===== config.mk =====
export PLATFORM = sky130hd
export DESIGN_NAME = led_share_sched
export DESIGN_NICKNAME = d
export VERILOG_FILES = /design/src/rtl/led_share_sched.sv
export SDC_FILE = /design/constraint.sdc
export NUM_CORES = 1
export LEC_CHECK = 0
export ABC_AREA = 1
export BUFFER_PORTS_ARGS = -buffer_cell sky130_fd_sc_hd__buf_4
export CAP_MARGIN = 20
export CORE_ASPECT_RATIO = 0.9
export CORE_MARGIN = 4
export CORE_UTILIZATION = 35
export CTS_CLUSTER_DIAMETER = 120
export DETAILED_ROUTE_END_ITERATION = 8
export SLEW_MARGIN = 20
export SYNTH_ARGS = -nofsm -noshare
export SYNTH_HDL_FRONTEND = slang
export SYNTH_SLANG_ARGS = --single-unit

===== constraint.sdc =====
create_clock -name clk -period 2.3 [get_ports clk]
set_input_delay 0.46 -clock clk [delete_from_list [all_inputs] [get_ports clk]]
set_output_delay 0.46 -clock clk [all_outputs]
set_load 0.03 [all_outputs]

===== src/rtl/led_share_sched.sv =====
// Round-robin time-sharing of the four user LEDs between four status requesters,
// with a blank gap between owners and a tick-counter heartbeat when nobody asks.
module led_share_sched #(
    parameter int DIV   = 12000000,
    parameter int DWELL = 4
) (
    input  logic        clk,
    input  logic        rst,
    input  logic [3:0]  req,
    input  logic [15:0] pattern,
    output logic [3:0]  grant,
    output logic [3:0]  done,
    output logic        busy,
    output logic [3:0]  leds
);
    localparam int PW = (DIV > 1) ? $clog2(DIV) : 1;
    localparam int DW = $clog2(DWELL + 1);

    typedef enum logic [1:0] {IDLE, GRANT, GAP} state_t;

    state_t        state_q, state_d;
    logic [PW-1:0] presc_q, presc_d;
    logic [DW-1:0] dwell_q, dwell_d;
    logic [3:0]    idle_cnt_q, idle_cnt_d;
    logic [1:0]    last_q, last_d;
    logic [1:0]    owner_q, owner_d;
    logic [3:0]    grant_q, grant_d;
    logic [3:0]    done_q, done_d;
    logic [3:0]    leds_q, leds_d;
    logic          busy_q, busy_d;

    logic          tick;
    logic          win_found;
    logic [1:0]    win_idx;
    logic [1:0]    cand;
    logic          issue;
    logic [3:0]    nib [4];

    for (genvar gi = 0; gi < 4; gi++) begin : g_nib
        assign nib[gi] = pattern[4*gi +: 4];
    end

    assign tick    = (presc_q == PW'(DIV - 1));
    assign presc_d = tick ? '0 : presc_q + PW'(1);

    // Search starts just after the last winner and ends on it, so a lone requester is re-granted.
    always_comb begin
        win_found = 1'b0;
        win_idx   = last_q;
        cand      = last_q;
        for (int k = 1; k <= 4; k++) begin
            cand = last_q + 2'(k);
            if (!win_found && req[cand]) begin
                win_found = 1'b1;
                win_idx   = cand;
            end
        end
    end

    always_comb begin
        state_d    = state_q;
        dwell_d    = dwell_q;
        idle_cnt_d = idle_cnt_q;
        last_d     = last_q;
        owner_d    = owner_q;
        grant_d    = grant_q;
        done_d     = '0;
        leds_d     = leds_q;
        busy_d     = busy_q;
        issue      = 1'b0;

        case (state_q)
            IDLE: begin
                if (tick) idle_cnt_d = idle_cnt_q + 4'd1;
                leds_d  = idle_cnt_d;
                grant_d = '0;
                busy_d  = 1'b0;
                issue   = win_found;
            end
            GRANT: begin
                leds_d = nib[owner_q];
                // Expiry is checked first so a simultaneous req drop still reports done.
                if (tick && (dwell_q == DW'(DWELL - 1))) begin
                    done_d[owner_q] = 1'b1;
                    grant_d         = '0;
                    leds_d          = '0;
                    state_d         = GAP;
                end else if (!req[owner_q]) begin
                    grant_d = '0;
                    leds_d  = '0;
                    state_d = GAP;
                end else if (tick) begin
                    dwell_d = dwell_q + DW'(1);
                end
            end
            GAP: begin
                leds_d = '0;
                busy_d = 1'b1;
                if (tick) begin
                    if (win_found) begin
                        issue = 1'b1;
                    end else begin
                        state_d = IDLE;
                        busy_d  = 1'b0;
                        leds_d  = idle_cnt_q;
                    end
                end
            end
            default: state_d = IDLE;
        endcase

        if (issue) begin
            state_d = GRANT;
            grant_d = 4'b0001 << win_idx;
            owner_d = win_idx;
            last_d  = win_idx;
            busy_d  = 1'b1;
            dwell_d = '0;
            leds_d  = '0;
        end
    end

    always_ff @(posedge clk or posedge rst) begin
        if (rst) begin
            state_q    <= IDLE;
            presc_q    <= '0;
            dwell_q    <= '0;
            idle_cnt_q <= '0;
            last_q     <= 2'd3;
            owner_q    <= '0;
            grant_q    <= '0;
            done_q     <= '0;
            leds_q     <= '0;
            busy_q     <= 1'b0;
        end else begin
            state_q    <= state_d;
            presc_q    <= presc_d;
            dwell_q    <= dwell_d;
            idle_cnt_q <= idle_cnt_d;
            last_q     <= last_d;
            owner_q    <= owner_d;
            grant_q    <= grant_d;
            done_q     <= done_d;
            leds_q     <= leds_d;
            busy_q     <= busy_d;
        end
    end

    assign grant = grant_q;
    assign done  = done_q;
    assign busy  = busy_q;
    assign leds  = leds_q;
endmodule


Yosys cells after proc, flatten, opt, wreduce, memory -nomap -nowiden
Index checks and enable logic that the tools add are counted.
{"block": "totals", "reg_bits": 50, "inputBits": 22, "output_inout_bits": 13, "wordCells": 106}
{"block": "op_classes", "add_sub_neg": 6, "magnitude_cmp": 7, "eq_ne": 9, "n_shift": 1, "muxes": 54, "n_bitwise": 1, "reduce_logical": 18}
{"operator": "2-to-1 mux 4 bit", "n": 13}
{"operator": "adder 24 x 1 -> 24 bit (second input constant)", "n": 1}
{"operator": "equality test 24 bit (second input constant)", "n": 1}
{"operator": "2-to-1 mux 24 bit", "n": 1}
{"operator": "2-to-1 mux 2 bit", "n": 9}
{"operator": "less-than comparator 2 x 3 -> 1 bit (second input constant)", "n": 5}
{"operator": "2-to-1 mux 3 bit", "n": 5}
{"operator": "2-to-1 mux 1 bit", "n": 14}
{"operator": "one-hot mux 4 bit (3 select lines)", "n": 1}
{"operator": "binary-select mux 1 bit (select 2 bit)", "n": 5}
{"operator": "binary-select mux 4 bit (select 2 bit)", "n": 1}
{"operator": "one-hot mux 4 bit (2 select lines)", "n": 1}
{"operator": "AND reduction 4 bit", "n": 2}
{"operator": "inequality test 3 bit (second input constant)", "n": 2}
{"operator": "one-hot mux 2 bit (3 select lines)", "n": 1}
{"operator": "nonzero test 2 bit", "n": 3}
{"operator": "nonzero test 3 bit", "n": 2}
{"operator": "logical AND 1 bit", "n": 5}
{"operator": "adder 2 bit (second input constant)", "n": 2}
{"operator": "adder 4 x 1 -> 4 bit (second input constant)", "n": 1}
{"operator": "inequality test 2 bit (second input constant)", "n": 2}
{"operator": "inequality test 4 bit (second input constant)", "n": 1}
{"operator": "one-hot mux 1 bit (2 select lines)", "n": 2}
{"operator": "nonzero test 4 bit", "n": 1}
{"operator": "13 further kinds", "n": 15}

Longest topological paths before layout
Gate-level depths: netlist (run 1).
{"block": "logic_depth", "depth_word": 18, "ltp_mapped": 14, "ltp_nobuf": 13}

Worst setup path before layout (run 1)
OpenSTA, ideal clock, no wires.
{"block": "synth_timing", "path_kind": "register to register", "from": "register last_q[0]", "to": "register leds_q[0] (netlist: leds[0])", "setup_ps": 117, "arrival_ps": 1514, "required_ps": 2183, "path_slack_ps": 669, "stages_incl_launch_ff": 14, "path_buffers": 2, "period_less_slack_ps": 1631, "cell_sequence": "dfstp_2 > buf_6 > inv_4 > nand2_2 > nand2_2 > o21ai_2 > nor2_4 > nand2_2 > nand2_4 > buf_8 > nand2_4 > nor2_2 > nand2_1 > nand2_1"}
{"block": "synth_via", "elab_chain_len": 17, "elab_cells_between_ends": 29}
{"item": "start: declaration", "line": "25", "source": "logic [1:0] last_q, last_d;"}
{"item": "start signal: assignment", "line": "140", "source": "last_q <= last_d;"}
{"item": "adder 2 x 1 -> 2 bit", "line": "52", "source": "cand = last_q + 2'(k);"}
{"item": "binary-select mux 1 bit (select 2 bit)", "line": "53", "source": "if (!win_found && req[cand]) begin"}
{"item": "2-to-1 mux 1 bit (not written as such)", "line": "53"}
{"item": "2-to-1 mux 1 bit", "line": "53"}
{"item": "zero test 1 bit", "line": "53"}
{"item": "logical AND 1 bit", "line": "53"}
{"item": "2-to-1 mux 1 bit", "line": "53"}
{"item": "zero test 1 bit", "line": "53"}
{"item": "logical AND 1 bit", "line": "53"}
{"item": "2-to-1 mux 1 bit", "line": "53"}
{"item": "zero test 1 bit", "line": "53"}
{"item": "logical AND 1 bit", "line": "53"}
{"item": "2-to-1 mux 1 bit (*)", "line": "53"}
{"item": "2-to-1 mux 1 bit / 2-to-1 mux 4 bit (equally long branches)", "line": "100", "source": "if (win_found) begin"}
{"item": "2-to-1 mux 1 bit / 2-to-1 mux 4 bit (equally long branches)", "line": "99", "source": "if (tick) begin"}
{"item": "one-hot mux 1 bit (2 select lines) / one-hot mux 4 bit (3 select lines) (equally long branches)", "line": "72", "source": "case (state_q)"}
{"item": "nonzero test 4 bit (no line) / 2-to-1 mux 4 bit (equally long branches)"}
{"item": "end signal: assignment", "line": "144", "source": "leds_q <= leds_d;"}
{"item": "end: declaration", "line": "29", "source": "logic [3:0] leds_q, leds_d;"}
Every way passes the cells marked *; elsewhere a longest branch is shown, timed or not. The select of a mux whose other input is x is not followed.
A chain may end at the register's enable or synchronous reset.

Worst setup path after layout (run 1)
{"block": "layout_timing", "from": "register last_q[0]", "to": "register owner_q[0]"}
{"block": "layout_via", "elab_chain_len": 16, "elab_cells_between_ends": 28}
{"item": "adder 2 x 1 -> 2 bit", "line": "52"}
{"item": "binary-select mux 1 bit (select 2 bit)", "line": "53"}
{"item": "2-to-1 mux 1 bit (not written as such)", "line": "53"}
{"item": "2-to-1 mux 1 bit", "line": "53"}
{"item": "zero test 1 bit", "line": "53"}
{"item": "logical AND 1 bit", "line": "53"}
{"item": "2-to-1 mux 1 bit", "line": "53"}
{"item": "zero test 1 bit", "line": "53"}
{"item": "logical AND 1 bit", "line": "53"}
{"item": "2-to-1 mux 1 bit", "line": "53"}
{"item": "zero test 1 bit", "line": "53"}
{"item": "logical AND 1 bit", "line": "53"}
{"item": "2-to-1 mux 1 bit", "line": "53"}
{"item": "2-to-1 mux 1 bit", "line": "100"}
{"item": "2-to-1 mux 1 bit", "line": "99"}
{"item": "one-hot mux 1 bit (2 select lines)", "line": "72"}
{"item": "end signal: assignment", "line": "141", "source": "owner_q <= owner_d;"}
{"item": "end: declaration", "line": "26", "source": "logic [1:0] owner_q, owner_d;"}
Parallel ways exist; a longest one is shown, timed or not. The select of a mux whose other input is x is not followed.

==> flow_metrics.env, run 1 <==
export IMPL_ys_seq_area_share_pct=40.3
export IMPL_max_freq_mhz=509
export IMPL_antenna_left=0
export IMPL_ir_worst_vdd_mv=0.623
export IMPL_drv_cap=0
export IMPL_grt_max_degree=34
export IMPL_yosys_cell_count_top_type="nand2_1"
export IMPL_met2_usage_pct=23.6
export IMPL_yosys_register_bits=50
export IMPL_cts_hold_buf=0
export IMPL_track_usage_pct=14.4
export IMPL_htreeDepth=2
export IMPL_p_switching_mw=1.59
export IMPL_layout_drive_gt1_share_pct=20.0
export IMPL_synthFlopType="dfrtp_1"
export IMPL_vias=2729
export IMPL_period_minus_slack_ns=1.97
export IMPL_drc=0
export IMPL_wirelength_mm=7.05
export IMPL_area_growth_pct=15.4
export IMPL_cts_inserted_buffers=5
export IMPL_clk_pin_slew_ns=0.10
export IMPL_setup_tns_final_ns=0
export IMPL_synth_warnings=0
export IMPL_setup_viol=0
export IMPL_hpwl_mm=5.60
export IMPL_die_h_um=97.4
export IMPL_dieArea_um2=10500
export IMPL_grt_pass1_wl_mm=12.3
export IMPL_fp_coreArea_um2=8610
export IMPL_routed_via_density=4.71
export IMPL_whs_ns=0.262
export IMPL_crit_path_max_fanout=11
export IMPL_core_rowCount=32
export IMPL_io_buffers=34
export IMPL_start_util_pct=36.1
export IMPL_clock_power_share_pct=16.6
export IMPL_power_per_cell_area_nw_per_um2=941
export IMPL_grtUsageMet1_pct=19.3
export IMPL_antenna_found_initial=0
export IMPL_met3_usage_pct=3.26
export IMPL_synth_enable_flop_cells=0
export IMPL_crit_type="reg -> reg"
export IMPL_wl_per_cell_um=12.2
export IMPL_cp_required_ns=2.50
export IMPL_place_congestion=0.834
export IMPL_slew_viol_final=0
export IMPL_synth_area_leaders="dfrtp_1, nand2_1, nand3_1"
export IMPL_busiest_layer="met2"
export IMPL_syn_cell_area_um2=3110
export IMPL_synth_avg_cell_area_um2=7.40
export IMPL_switching_share_pct=47.2
export IMPL_num_nets_final=489
export IMPL_io_pins=35
export IMPL_diodes=0
export IMPL_grt_ovfl_total=0
export IMPL_hold_viol=0
export IMPL_p_leak_nw=1.85
export IMPL_endpoint_kind="flop"
export IMPL_cts_tree="built"
export IMPL_syn_inst=420
export IMPL_cts_sink_count=50
export IMPL_skew_ns=0.00853
export IMPL_yosys_top_cells_count="nand2_1, dfrtp_1, inv_1, nand3_1, nor2_1"
export IMPL_dr_pass1_iters=4
export IMPL_startpoint_type="flop"
export IMPL_grt_setup_unrepaired="no"
export IMPL_synth_area_leader_cell="dfrtp_1"
export IMPL_relSlewSlack_pct=52.1
export IMPL_clock_tree_buffer_depth=2
export IMPL_p_comb_share_pct=50.3
export IMPL_cts_root_buf="clkbuf_8"
export IMPL_seqPwrFrac_pct=33.1
export IMPL_cts_resized=0
export IMPL_async_flop_share_pct=100
export IMPL_yosysTopAreaCellShare_pct=38.6
export IMPL_synth_cell_type_count=35
export IMPL_internal_power_mw=1.78
export IMPL_tightest_slew_ns=0.718
export IMPL_drtIter0Drc=121
export IMPL_min_path_type="in -> async"
export IMPL_arrival_ns=2.16
export IMPL_clock_latency_ns=0.31
export IMPL_finalCritPeriodShare_pct=85.5
export IMPL_die_width_um=107
export IMPL_postCtsSetupRepairBufs=0
export IMPL_synth_fp_nets=450
export IMPL_status="finished clean"
export IMPL_grt_pass1_vias=2660
through the flow:
| stage | setup slack (ns) | utilization, % | area (um^2) | total power, mW | std cells |
|---|---|---|---|---|---|
| after floorplan | 0.642 | - | 3110 | 2.46 | 420 |
| after global placement | 0.415 | 40.6 | 3490 | 2.81 | 571 |
| after detailed placement | 0.338 | 40.6 | 3490 | 2.84 | 571 |
| after CTS | 0.323 | 41.7 | 3590 | 3.40 | 579 |
| after global routing | 0.199 | 41.7 | 3590 | 3.65 | 579 |
| final | 0.334 | 41.7 | 3590 | 3.38 | 579 |
power by group through the flow:
stage | clock (mW) | combinational [mW] | sequential [mW]
after global routing | 0.605 | 1.91 | 1.13
after global placement | 0 | 1.68 | 1.13
final | 0.560 | 1.70 | 1.12
after detailed placement | 0 | 1.71 | 1.13
after CTS | 0.575 | 1.71 | 1.12
after floorplan | 0 | 1.28 | 1.18
kinds of logic (layout without fill, tap and decap cells):
logic type	Yosys count	after routing	share of synthesized area (%)
AOI/OAI and AO/OA	35	35	6.08
xor gates and xnor gates	15	15	4.23
and+or+nand+nor	246	246	37.5
buffers and inverters	66	106	8.69
adders and majority gates	8	8	3.22
DFF	50	50	40.3
state kept, by name, summed over array words and instances, names as in the netlist:
name	count
done	4
owner_q	2
idle_cnt_q	4
dwell_q	3
leds	4
grant	4
busy	1
presc_q	24
last_q	2
state_q	2
final timing paths:
path / from / to / slack [ns] / cells past startpoint
min reg2reg: leds[3] / leds[3] / 0.50 / 2
min: rst / done[2] / 0.26 / 2
max in group asynchronous: rst / presc_q[1] / 1.37 / 3
min in group clk: leds[3] / leds[3] / 0.50 / 2
max: last_q[0] / owner_q[0] / 0.33 / 11
max reg2reg: last_q[0] / owner_q[0] / 0.33 / 11
cells in the final DEF, fill, tap and decap left out, drive strengths merged:
cell      n
xnor2     3
nand3b    2
ha        8
a22oi     3
nand3    44
nand4     3
nand2   133
nor4      2
a31oi     2
clkinv    3
clkbuf    5
o21ai    22
buf      36
or2       1
dfrtp    48
nor3     10
nor2     51
dfstp     2
xor2     12
a21oi     8
inv      62
cell type report:
cell class,count,area (um^2)
well taps,119,149
multi-input cells,304,1590
clock inverters,3,26.3
flip-flops and latches,50,1250
inverters,62,235
clock buffers,5,68.8
fillers,878,5020
repair buffers,36,270
worst max-delay path, stage by stage, from the launching register on:
cell,delay (ns)
dfstp_2,0.66
inv_4,0.09
nand2_1,0.08
nand3_1,0.09
nand2_2,0.12
nand3_2,0.09
nor2_4,0.11
nand2_2,0.09
nand2_4,0.15
inv_2,0.11
nand2_1,0.15
o21ai_0,0.11
per-layer routing:
metal	vias to the layer above	wire, um
li1	1395	-
met1	1275	3410
met2	54	3280
met5	-	0
met4	0	48
met3	5	308
Power figures use the tool's default switching activity.
==> run 2, diff against run 1 <==
--- a/config.mk
+++ b/config.mk
@@ -9,7 +9,6 @@
 export BUFFER_PORTS_ARGS = -buffer_cell sky130_fd_sc_hd__buf_4
 export CAP_MARGIN = 20
 export CORE_ASPECT_RATIO = 0.9
-export CORE_MARGIN = 4
 export CORE_UTILIZATION = 35
 export CTS_CLUSTER_DIAMETER = 120
 export DETAILED_ROUTE_END_ITERATION = 8
==> flow_metrics.env, run 2 (synthesized netlist as in run 1, its figures left out) <==
export IMPL_fp_coreArea_um2=8610
export IMPL_drc=0
export IMPL_antenna_found_initial=0
export IMPL_grt_setup_unrepaired="no"
export IMPL_cts_inserted_buffers=5
export IMPL_postCtsSetupRepairBufs=0
export IMPL_setup_tns_final_ns=0
export IMPL_cp_required_ns=2.54
export IMPL_r2r_cells=10
export IMPL_fin_util_pct=42.0
export IMPL_tightest_slew_ns=0.546
export IMPL_startpoint_type="flop"
export IMPL_finalCritPeriodShare_pct=83.5
export IMPL_place_congestion=0.846
export IMPL_highest_layer="met4"
export IMPL_grt_ovfl_total=0
export IMPL_power_per_cell_area_nw_per_um2=952
export IMPL_area_growth_pct=16.3
export IMPL_start_util_pct=36.1
export IMPL_max_freq_mhz=521
export IMPL_num_nets_final=488
export IMPL_met2_length_mm=3.14
export IMPL_diodes=0
export IMPL_antenna_left=0
export IMPL_reg2reg_slack_ns=0.38
export IMPL_htreeDepth=2
export IMPL_core_rowCount=32
export IMPL_top_register="presc_q"
export IMPL_crit_path_max_fanout=11
export IMPL_min_path_type="in -> async"
export IMPL_status="finished clean"
export IMPL_cts_hold_buf=0
export IMPL_cts_root_buf="clkbuf_8"
export IMPL_grt_max_degree=51
export IMPL_io_pins=35
export IMPL_reg2reg_from="last_q[0]"
export IMPL_endpoint_kind="flop"
export IMPL_cts_sink_count=50
export IMPL_grt_pass1_vias=2527
export IMPL_wl_met3_um=282
export IMPL_period_minus_slack_ns=1.92
export IMPL_die_h_um=91.4
export IMPL_reg2reg_to="grant[3]"
export IMPL_skew_ns=0.00903
export IMPL_wl_per_cell_um=11.5
export IMPL_hold_viol=0
export IMPL_die_width_um=101
export IMPL_hpwl_mm=5.25
export IMPL_drv_cap=0
export IMPL_dr_pass1_iters=5
export IMPL_cts_resized=0
export IMPL_p_leak_nw=1.86
export IMPL_power_total_mw=3.44
export IMPL_vias=2642
export IMPL_largest_reg_flops=24
export IMPL_relSlewSlack_pct=63.2
export IMPL_slew_viol_final=0
export IMPL_grt_pass1_wl_mm=11.5
export IMPL_cts_tree="built"
export IMPL_place_area_um2=3500
export IMPL_routed_via_density=4.57
export IMPL_arrival_ns=2.16
export IMPL_io_buffers=34
export IMPL_crit_type="reg -> reg"
export IMPL_worst_slack_ns=0.380
export IMPL_dieArea_um2=9260
export IMPL_wirelength_mm=6.64
export IMPL_layout_drive_gt1_share_pct=19.8
export IMPL_final_common_cell="nand2_1"
export IMPL_clock_tree_buffer_depth=2
export IMPL_track_usage_pct=15.9
export IMPL_clk_pin_slew_ns=0.10
export IMPL_post_route_cell_area_um2=3610
export IMPL_setup_viol=0
export IMPL_clock_latency_ns=0.31
export IMPL_drtIter0Drc=116
export IMPL_drt_met1_wl_mm=3.14
export IMPL_final_cell_mix="nand2_1, dfrtp_1, inv_1"
export IMPL_ir_worst_vdd_mv=0.439
export IMPL_dpl_worst_slack_ns=0.388
## run 2: cell types whose count changed in the layout (fill, tap and decap cells not counted)
cell | before | now
inv_6 | 3 | 1
buf_4 | 36 | 34
clkinv_4 | 0 | 1
bufinv_16 | 0 | 1
buf_12 | 0 | 1
## run 2: worst max-delay path by stage
stage / from / end / cells past startpoint
after global placement: last_q[0] / owner_q[0] / 11
after floorplan: rst / busy / 1
after detailed placement: presc_q[0] / grant[3] / 11
after CTS: last_q[0] / owner_q[0] / 11
final: last_q[0] / grant[3] / 10
after global routing: last_q[0] / owner_q[0] / 11
## run 2: critical path, stage by stage (launching register included)
cell	delay (ns)
dfstp_2	0.65
nand2_1	0.10
nand2_1	0.11
inv_1	0.05
o21ai_2	0.20
nor2_4	0.07
nand2_2	0.09
nand2_4	0.12
inv_2	0.16
nand2_1	0.14
o21ai_1	0.16
## run 2: final cells by class
cell class / instances / area (um^2)
clock inverter: 3 / 47.5
clock buffer: 5 / 68.8
tap: 119 / 149
fill: 895 / 4990
sequential: 50 / 1250
inverter: 62 / 235
multi-input combinational: 304 / 1590
timing repair buffer: 35 / 275
## run 2: metal layers
metal	global-route usage, %	up-vias
li1	-	1406
met1	20.6	1168
met2	26.6	61
met3	3.31	7
met4	4.35	0
met5	0	-
## run 2: power by group
group | internal (mW) | switching (mW) | total, mW
sequential | 1.01 | 0.107 | 1.11
combinational | 0.551 | 1.13 | 1.68
clock | 0.330 | 0.318 | 0.648
total | 1.89 | 1.55 | 3.44
## run 2: per-stage QoR
step	hold slack, ns	cells
final	0.164	578
after global routing	0.193	578
after CTS	0.190	578
after detailed placement	0.464	570
after global placement	0.461	570
after floorplan	0.455	420
==> run 3, diff against run 2 <==
--- a/config.mk
+++ b/config.mk
@@ -5,7 +5,7 @@
 export SDC_FILE = /design/constraint.sdc
 export NUM_CORES = 1
 export LEC_CHECK = 0
-export ABC_AREA = 1
+export ABC_AREA = 0
 export BUFFER_PORTS_ARGS = -buffer_cell sky130_fd_sc_hd__buf_4
 export CAP_MARGIN = 20
 export CORE_ASPECT_RATIO = 0.9
==> constraint.sdc (replaced) <==
create_clock -name clk -period 1.7 [get_ports clk]
set_input_delay 0.34 -clock clk [delete_from_list [all_inputs] [get_ports clk]]
set_output_delay 0.34 -clock clk [all_outputs]
set_load 0.03 [all_outputs]
==> flow_metrics.env, run 3 <==
export IMPL_cts_inserted_buffers=5
export IMPL_power_per_cell_area_nw_per_um2=1080
export IMPL_final_common_cell="buf_4"
export IMPL_cp_required_ns=1.91
export IMPL_ir_worst_vdd_mv=0.971
export IMPL_grt_pass1_wl_mm=10.7
export IMPL_cts_hold_buf=0
export IMPL_final_cell_mix="buf_4, dfrtp_1, nor2_1"
export IMPL_synth_warnings=0
export IMPL_die_h_um=86.2
export IMPL_max_stage_delay_ns=0.44
export IMPL_track_usage_pct=16.6
export IMPL_placed_cells=454
export IMPL_min_path_type="in -> async"
export IMPL_synth_enable_flop_cells=0
export IMPL_p_leak_nw=1.96
export IMPL_dr_pass1_iters=4
export IMPL_vias=2383
export IMPL_n_fill_cell=653
export IMPL_tightest_slew_ns=0.411
export IMPL_synth_top_family_by_area="simple AND/OR/NAND/NOR gates"
export IMPL_cts_tree="built"
export IMPL_startpoint_type="flop"
export IMPL_hold_viol=0
export IMPL_layout_drive_gt1_share_pct=49.1
export IMPL_finalCritPeriodShare_pct=117
export IMPL_synth_area_leader_cell="dfrtp_1"
export IMPL_synth_fp_nets=298
export IMPL_io_buffers=34
export IMPL_fp_coreArea_um2=7580
export IMPL_synth_area_leaders="dfrtp_1, xnor2_1, mux4_2"
export IMPL_synthFlopType="dfrtp_1"
export IMPL_yosysTopAreaCellShare_pct=43.6
export IMPL_die_width_um=95.5
export IMPL_place_congestion=0.754
export IMPL_crit_type="reg -> reg"
export IMPL_top_register="presc_q"
export IMPL_grt_ovfl_total=0
export IMPL_period_minus_slack_ns=2.00
export IMPL_max_freq_mhz=501
export IMPL_start_util_pct=36.3
export IMPL_num_nets_final=412
export IMPL_endpoint_kind="flop"
export IMPL_synthXorXnorAreaFrac_pct=8.91
export IMPL_area_growth_pct=51.1
export IMPL_cp_top_family="simple AND/OR/NAND/NOR gates"
export IMPL_relSlewSlack_pct=72.5
export IMPL_wl_per_cell_um=14.0
export IMPL_cp_cell_sequence="and4_4 -> nand4_1 -> buf_4 -> or3_4 -> o21ai_4 -> buf_12 -> buf_6 -> nand2_4 -> o21a_1"
export IMPL_synth_cell_type_count=53
export IMPL_seq_area_um2=1250
export IMPL_grt_setup_unrepaired="yes"
export IMPL_fin_util_pct=54.9
export IMPL_largest_reg_flops=24
export IMPL_routed_via_density=4.97
export IMPL_syn_inst=268
export IMPL_yosys_cell_count_top_type="dfrtp_1"
export IMPL_final_cells=479
export IMPL_core_rowCount=30
export IMPL_place_area_um2=3610
export IMPL_worst_slack_ns=-0.297
export IMPL_yosys_register_bits=50
export IMPL_grt_max_degree=51
export IMPL_synthSimpleGateAreaFrac_pct=21.8
export IMPL_wirelength_mm=6.73
export IMPL_setup_viol=31
export IMPL_htreeDepth=2
export IMPL_syn_cell_area_um2=2750
export IMPL_critPathSlowestCell="or3_4"
export IMPL_synth_adder_area_share_pct=3.63
export IMPL_power_total_mw=4.51
export IMPL_slew_viol_final=0
export IMPL_crit_path_max_fanout=7
export IMPL_grt_pass1_vias=2334
export IMPL_yosys_top_cells_count="dfrtp_1, nor2_1, nand2_1, xnor2_1, nand3_1"
export IMPL_multi_input_area_um2=1650
export IMPL_arrival_ns=2.20
export IMPL_dieArea_um2=8230
export IMPL_status="complete, but fails checks"
export IMPL_drv_cap=0
export IMPL_skew_ns=0.00912
export IMPL_violations="negative setup slack"
export IMPL_r2r_cells=9
export IMPL_worst_path_buf_inv=3
export IMPL_diodes=0
export IMPL_clock_latency_ns=0.31
export IMPL_synth_compound_area_share_pct=10.4
export IMPL_synthMuxAreaShare_pct=5.27
export IMPL_drc=0
export IMPL_cts_root_buf="clkbuf_8"
export IMPL_async_flop_share_pct=100
export IMPL_hpwl_mm=4.56
export IMPL_clk_pin_slew_ns=0.09
export IMPL_io_pins=35
export IMPL_whs_ns=0.0604
export IMPL_ys_seq_area_share_pct=45.5
export IMPL_drtIter0Drc=57
export IMPL_cp_num_cells=9
export IMPL_cts_sink_count=50
export IMPL_antenna_left=0
export IMPL_clock_tree_buffer_depth=2
export IMPL_antenna_found_initial=0
export IMPL_post_route_cell_area_um2=4160
export IMPL_synth_avg_cell_area_um2=10.3
==> run 3: cell types whose count changed after synthesis, moves of 6 or more <==
cell and delta:
nand2_1 -101, inv_1 -35, nand3_1 -27, xnor2_1 +14, inv_2 -11, nand2_2 -9
nor2_1 -8, o21ai_0 -8, nor2_2 -7, nor2b_1 +6
==> run 3: metal layers <==
layer | GRT usage (%) | share of wire (%)
met5 | 0 | 0
met4 | 4.21 | 0.65
met3 | 3.55 | 2.9
met2 | 27.1 | 51
met1 | 22.3 | 46
==> run 3: what timing repair did <==
item / in CTS / in global routing
endpoints found under the setup margin: 25 / 39
buffers inserted: 7 / 11
pin swaps: 18 / 20
gates resized for setup: 30 / 37
==> run 3: final timing paths <==
path | start | end | slack, ns
setup / recovery | presc_q[2] | owner_q[0] | -0.30
hold / removal | rst | grant[3] | 0.06
min in group clk | grant[1] | grant[1] | 0.51
hold reg to reg | grant[1] | grant[1] | 0.51
setup reg to reg | presc_q[2] | owner_q[0] | -0.30
max in group asynchronous | rst | last_q[1] | 1.36
==> run 3: worst register-to-register path: stages, from the launching register on <==
cell,delay [ns]
dfrtp_1,0.36
and4_4,0.23
nand4_1,0.14
buf_4,0.18
or3_4,0.44
o21ai_4,0.17
buf_12,0.15
buf_6,0.10
nand2_4,0.04
o21a_1,0.09
==> run 3: final cells by class <==
type / count / area share (%)
Multi-Input combinational cell: 194 / 39.7
Sequential cell: 50 / 30.1
Timing Repair Buffer: 119 / 24.0
Tap cell: 96 / 2.89
Clock buffer: 5 / 1.65
Inverter: 12 / 1.08
Clock inverter: 3 / 0.511
==> run 3: where the power goes <==
group	switching, mW	internal, mW
Sequential	0.113	1.36
Clock	0.420	0.290
Combinational	1.19	1.14
==> run 3: kinds of logic after synthesis <==
| logic type | after synthesis |
|---|---|
| fa+ha+maj | 8 |
| simple gates | 111 |
| buf+inv | 24 |
| xor+xnor | 28 |
| mux | 8 |
| flops | 50 |
| compound gates | 39 |
==> run 3: stage by stage <==
step	worst slack (ns)	TNS (ns)
4_1_cts	-0.247	-4.37
3_3_place_gp	-0.286	-3.53
2_1_floorplan	-0.213	-0.887
6_report	-0.297	-5.50
5_1_grt	-0.373	-7.85
3_5_place_dp	-0.265	-3.89
